$ cat config.mk
export PLATFORM = sky130hd
export DESIGN_NAME = lzta_accumulator
export DESIGN_NICKNAME = d
export VERILOG_FILES = /design/src/rtl/lzta_accumulator.sv
export SDC_FILE = /design/constraint.sdc
export NUM_CORES = 1
export LEC_CHECK = 0
export ABC_AREA = 1
export CAP_MARGIN = 20
export CORE_MARGIN = 2
export CORE_UTILIZATION = 29
export DETAILED_ROUTE_END_ITERATION = 10
export RECOVER_POWER = 25
export SYNTH_ARGS = -nofsm -noshare
export SYNTH_HDL_FRONTEND = slang
export SYNTH_SLANG_ARGS = --single-unit
export TNS_END_PERCENT = 100
$ cat constraint.sdc
create_clock -name clk -period 5.4 [get_ports clk]
set_input_delay 1.08 -clock clk [delete_from_list [all_inputs] [get_ports clk]]
set_output_delay 1.08 -clock clk [all_outputs]
set_load 0.01 [all_outputs]
$ cat src/rtl/lzta_accumulator.sv
`default_nettype none
// +----------------------------------------------------------------------------+
// | Module      : lzta_accumulator                                             |
// | Description : Pipelined group accumulator with runtime-selectable adder    |
// |               mode (exact / LZTA / LOA / truncate) and valid/ready flow    |
// |               control. Optional build macro LZTA_ACC_SAT_EN makes the      |
// |               accumulator saturate on carry-out instead of wrapping.       |
// | Revision    : 1.0 - initial release                                        |
// +----------------------------------------------------------------------------+
module lzta_accumulator #(
  parameter int DATA_WIDTH     = 16,
  parameter int ACC_WIDTH      = 24,
  parameter int IMPRECISE_PART = 8,
  parameter int CNT_WIDTH      = 8
) (
  input  logic                  clk,
  input  logic                  rst_n,
  input  logic [1:0]            mode,
  input  logic                  in_valid,
  output logic                  in_ready,
  input  logic [DATA_WIDTH-1:0] in_data,
  input  logic                  in_last,
  output logic                  out_valid,
  input  logic                  out_ready,
  output logic [ACC_WIDTH-1:0]  out_sum,
  output logic [CNT_WIDTH-1:0]  out_count,
  output logic                  out_ovf
);

  localparam int K  = IMPRECISE_PART;
  localparam int UW = ACC_WIDTH - IMPRECISE_PART;

  localparam logic [1:0] MODE_EXACT = 2'b00;
  localparam logic [1:0] MODE_LZTA  = 2'b01;
  localparam logic [1:0] MODE_LOA   = 2'b10;

  typedef enum logic [1:0] {
    S_IDLE = 2'd0,
    S_ACC  = 2'd1,
    S_HOLD = 2'd2
  } state_t;

  state_t                 state, state_nxt;
  logic [ACC_WIDTH-1:0]   acc;
  logic [CNT_WIDTH-1:0]   cnt;
  logic                   ovf;
  logic [1:0]             mode_q;

  logic                   accept;
  logic                   first;
  logic [ACC_WIDTH-1:0]   base;
  logic [1:0]             add_mode;
  logic [ACC_WIDTH-1:0]   d_ext;
  logic [ACC_WIDTH:0]     exact_full;
  logic [UW:0]            upper_full;
  logic                   cin;
  logic [K-1:0]           low_part;
  logic [ACC_WIDTH-1:0]   add_sum;
  logic                   add_carry;
  logic                   ovf_next;
  logic [ACC_WIDTH-1:0]   acc_next;
  logic [CNT_WIDTH-1:0]   cnt_next;

  // State register
  always_ff @(posedge clk) begin
    if (!rst_n) state <= S_IDLE;
    else        state <= state_nxt;
  end

  // Next-state and handshake outputs; out_valid depends on registered state only
  always_comb begin
    state_nxt = state;
    in_ready  = (state != S_HOLD) | out_ready;
    out_valid = (state == S_HOLD);
    accept    = in_valid & in_ready;
    if (accept)                             state_nxt = in_last ? S_HOLD : S_ACC;
    else if (state == S_HOLD && out_ready)  state_nxt = S_IDLE;
  end

  // Approximate adder: a new group starts from zero with the live mode input
  always_comb begin
    first      = (state != S_ACC);
    base       = first ? '0 : acc;
    add_mode   = first ? mode : mode_q;
    d_ext      = ACC_WIDTH'(in_data);
    exact_full = {1'b0, base} + {1'b0, d_ext};
    cin        = 1'b0;
    low_part   = '0;
    case (add_mode)
      MODE_LZTA: cin = base[K-1] | d_ext[K-1];
      MODE_LOA: begin
        cin      = base[K-1] & d_ext[K-1];
        low_part = base[K-1:0] | d_ext[K-1:0];
      end
      default: cin = 1'b0;
    endcase
    upper_full = {1'b0, base[ACC_WIDTH-1:K]} + {1'b0, d_ext[ACC_WIDTH-1:K]}
               + (UW+1)'(cin);
    if (add_mode == MODE_EXACT) begin
      add_sum   = exact_full[ACC_WIDTH-1:0];
      add_carry = exact_full[ACC_WIDTH];
    end else begin
      add_sum   = {upper_full[UW-1:0], low_part};
      add_carry = upper_full[UW];
    end
    ovf_next = (first ? 1'b0 : ovf) | add_carry;
`ifdef LZTA_ACC_SAT_EN
    // Once any add in the group has overflowed, the accumulator pins at all-ones
    acc_next = ovf_next ? '1 : add_sum;
`else
    acc_next = add_sum;
`endif
    if (first)          cnt_next = CNT_WIDTH'(1);
    else if (cnt == '1) cnt_next = cnt;
    else                cnt_next = cnt + CNT_WIDTH'(1);
  end

  // Accumulator, group bookkeeping and result registers
  always_ff @(posedge clk) begin
    if (!rst_n) begin
      acc       <= '0;
      cnt       <= '0;
      ovf       <= 1'b0;
      mode_q    <= MODE_EXACT;
      out_sum   <= '0;
      out_count <= '0;
      out_ovf   <= 1'b0;
    end else if (accept) begin
      if (first) mode_q <= mode;
      if (in_last) begin
        out_sum   <= acc_next;
        out_count <= cnt_next;
        out_ovf   <= ovf_next;
        acc       <= '0;
        cnt       <= '0;
        ovf       <= 1'b0;
      end else begin
        acc <= acc_next;
        cnt <= cnt_next;
        ovf <= ovf_next;
      end
    end
  end

endmodule
`default_nettype wire

==> results by group <==
Status
  – Status: complete, but fails checks
  – Failing checks: capacitance limit, slew limit

CTS
  – Number of clock sinks: 70
  – Clock Tree Buf Depth: 2
  – Cts bufs inserted: 9
  – Post-CTS Setup Bufs: 0
  – CTS tree: done
  – Clk_lat worst skew: 340 ps
  – Clock Pin Slew Worst Setup and Hold Paths: 60 ps
  – Clk root buf: clkbuf_16
  – Max H-tree Level: 3
  – Post-CTS Hold Buffers: 0
  – # resized after CTS: 0

Global routing
  – Grt met1 use: 21.1%
  – M3 GR Usage: 3.70%
  – Global-route wire length before repair: 22,300 µm
  – Vias in the first global route: 4,437
  – Largest net degree at the start of global routing: 54
  – Overall Global Routing Usage: 15.8%
  – Grt ovf: 0
  – GR Util met2: 26.2%
  – Most used routing layer: met2
  – Initial antenna violation count: 0

Synth
  – Sequential-to-total area share from yosys stat: 29.8%
  – Synth warn: 0
  – Number of synthesized flops with an enable pin: 0
  – Syn Area/Cell: 6.32 µm²
  – Post-Syn Area: 4700 µm²
  – Post-synthesis cell type count: 35
  – Post-synth ARST share: 0%
  – Flops & latches, synth: 70
  – Syn nets: 797
  – Top FF cell, synth: dfxtp_1
  – Synth Instances: approximately 740

Final layout
  – Layout area overhead: 22.6%
  – Final non-filler cell total: 1,009
  – Final #Nets: 843
  – Commonest non-fill, non-tap cell in the layout: nand2_1
  – Most frequent cells in the layout: nand2_1 (216), inv_1 (109), dfxtp_1 (70)
  – Fillcell total: about 1,700
  – Ant diodes: 0
  – Share of cells above drive strength 1: 4.41%

Worst setup path
  – Reg2reg path depth: 17
  – Largest delay contributor family on the critical path: adder cells
  – FF-to-FF setup slack: 1890 ps
  – Largest stage delay, worst path: 430 ps
  – WP buf/inv: 3
  – Worst EP arrival: ~4000 ps
  – CP dominant cell by count: nand2_1
  – Crit Reg-Reg Startpoint: state[0]
  – Required time of the worst setup path: 5630 ps
  – Critical Path Fanout Max: 5
  – Setup crit start kind: input port
  – Slowest CP cell: clkdlybuf4s50_1
  – Worst setup path class: input port to flip-flop
  – Reg2Reg Capture Point: out_sum[16]
  – CP endpoint kind: flip-flop
  – Crit path cell chain: clkdlybuf4s50_1 > or2_2 > o21ai_0 > ha_1 > a21oi_1 > fa_1 > inv_1 > fa_1 > o21bai_1 > nand2_1 > nand3_1 > nand3_1 > nand2_1 > nand2_1 > o211ai_1 > inv_1

Routing
  – DRC: 0
  – DR pass1 iterations: 6
  – Detailed Route Iter0 Violations: 259
  – Drt total wl: about 13,000 µm
  – Antenna Nets Post-Route: 0
  – Via Count: 4,626
  – WL/cell: between 10 and 15 µm
  – Via density: 4.58

STA
  – Final setup violation count: 0
  – Final Max Slew Viols: 38
  – Worst-Margin Slew: 1520 ps
  – Final Hold Vio Count: 0
  – Max Freq: 263 MHz
  – Setup slack after layout: 1600 ps
  – Final Critical Period: 3800 ps
  – Tcrit/Tclk final: 70.3%
  – Sum of negative setup slack: 0 ps
  – Max-slew headroom: -1.47%
  – RSZ-0062 raised after global routing: no
  – Final Skew: 6.84 ps

Pwr
  – Static leakage: between 2 and 3 nW
  – Tot Pwr: 1.44 mW
  – VDD IR max: 0.183 mV
  – Power density over the cells: 249 nW/µm²

Hold path
  – Hold depth: 2
  – Hold Crit Class: flip-flop to flip-flop

Placed design
  – Place WS: 1300 ps
  – GPL Wtd Cong: 0.913
  – Dpl cells: 994
  – HPWL after DPL: slightly below 10,000 µm
  – Port Buffers: 57

Floorplanning
  – # rows: 46
  – Core area: 15,800 µm²
  – Initial Util: between 20% and 30%
  – Die width: 131 µm
  – DIE AREA: 17,200 µm²
  – Ports: 58
  – Die Ht: roughly 130 µm

Flow run
  – Maxcap violations: 1
-- synthesized netlist by cell type, types with 2 or more instances --
master,n,share of area [%]
nand2_1,215,17
inv_1,109,8.7
dfxtp_1,70,30
a21oi_1,64,6.8
nor2_1,60,4.8
nand3_1,59,6.3
o21ai_0,36,3.8
ha_1,28,7.5
clkbuf_1,14,1.1
buf_2,9,0.96
o211ai_1,8,1.3
o21bai_1,8,1.3
nor3_1,7,0.75
o22ai_1,6,0.80
xor2_1,5,0.93
nand4_1,4,0.53
xnor2_1,4,0.75
a211oi_1,3,0.48
fa_1,3,1.3
inv_2,3,0.24
nand3b_1,3,0.48
nor2_2,3,0.40
or2_2,3,0.40
a22oi_1,2,0.32
buf_6,2,0.48
clkinv_1,2,0.16
inv_4,2,0.27
nand2_2,2,0.27
nand2_4,2,0.48
o21a_1,2,0.32
-- report_power, final --
group	switching (mW)	leakage [nW]	internal (mW)
Sequential	0.0135	0.572	0.542
Combinational	0.155	2.00	0.0924
Clock	0.227	0.158	0.406
-- per-stage QoR --
step,instance area (µm²),hold slack [ps],util [%]
2_1_floorplan,4700,425,-
3_3_place_gp,5450,434,34.4
3_5_place_dp,5450,440,34.4
4_1_cts,5770,448,36.4
5_1_grt,5760,485,36.4
6_report,5760,450,36.4
-- per-layer routing --
metal / vias to the layer above / routed length (µm)
met1: 2069 / 6640
li1: 2467 / -
met3: 8 / 673
met5: - / 0
met2: 82 / 6010
met4: 0 / 108
-- registers in the layout, summed over array words and instances (netlist names), named ones only --
signal	cells
acc	24
out_sum	24
cnt	8
out_count	8
state	2
mode_q	1
out_ovf	1
ovf	1
-- worst max path at each step --
stage	end	from	depth (start not counted)	slack [ps]
after floorplan	out_sum[16]	mode[1]	15	2060
after detailed placement	out_sum[16]	mode[1]	16	1300
final	out_sum[16]	mode[1]	16	1600
after global placement	out_sum[16]	mode[1]	16	1300
after global routing	acc[12]	out_ready	7	1330
after CTS	out_sum[16]	mode[1]	16	1630
-- worst register-to-register path: stages (launching register included) --
cell	delay [ps]
dfxtp_1	430
inv_2	80
nor2_4	450
or2_2	200
o21ai_0	170
ha_1	350
a21oi_1	160
fa_1	230
inv_1	70
fa_1	400
o21bai_1	180
nand2_1	70
nand3_1	170
nand3_1	140
nand2_1	90
nand2_1	40
o211ai_1	90
inv_1	60
-- cells by family (layout without fill, tap and decap cells) --
family	count (synthesis)	in the layout	share of synthesized area, %
flops	70	70	29.8
xor+xnor	9	9	1.68
buf+inv	141	191	11.9
simple gates	361	361	32.4
fa+ha+maj	31	31	8.74
compound gates	131	131	15.4
-- cell type report --
type,count,area [µm²],area share (%)
timing repair buffer,60,593,10.3
clock inverter,2,38.8,0.674
inverter,116,440,7.65
multi-input combinational,532,2730,47.5
tap,216,270,4.69
sequential,70,1400,24.3
clock buffer,13,280,4.87
Power figures use the tool's default switching activity.
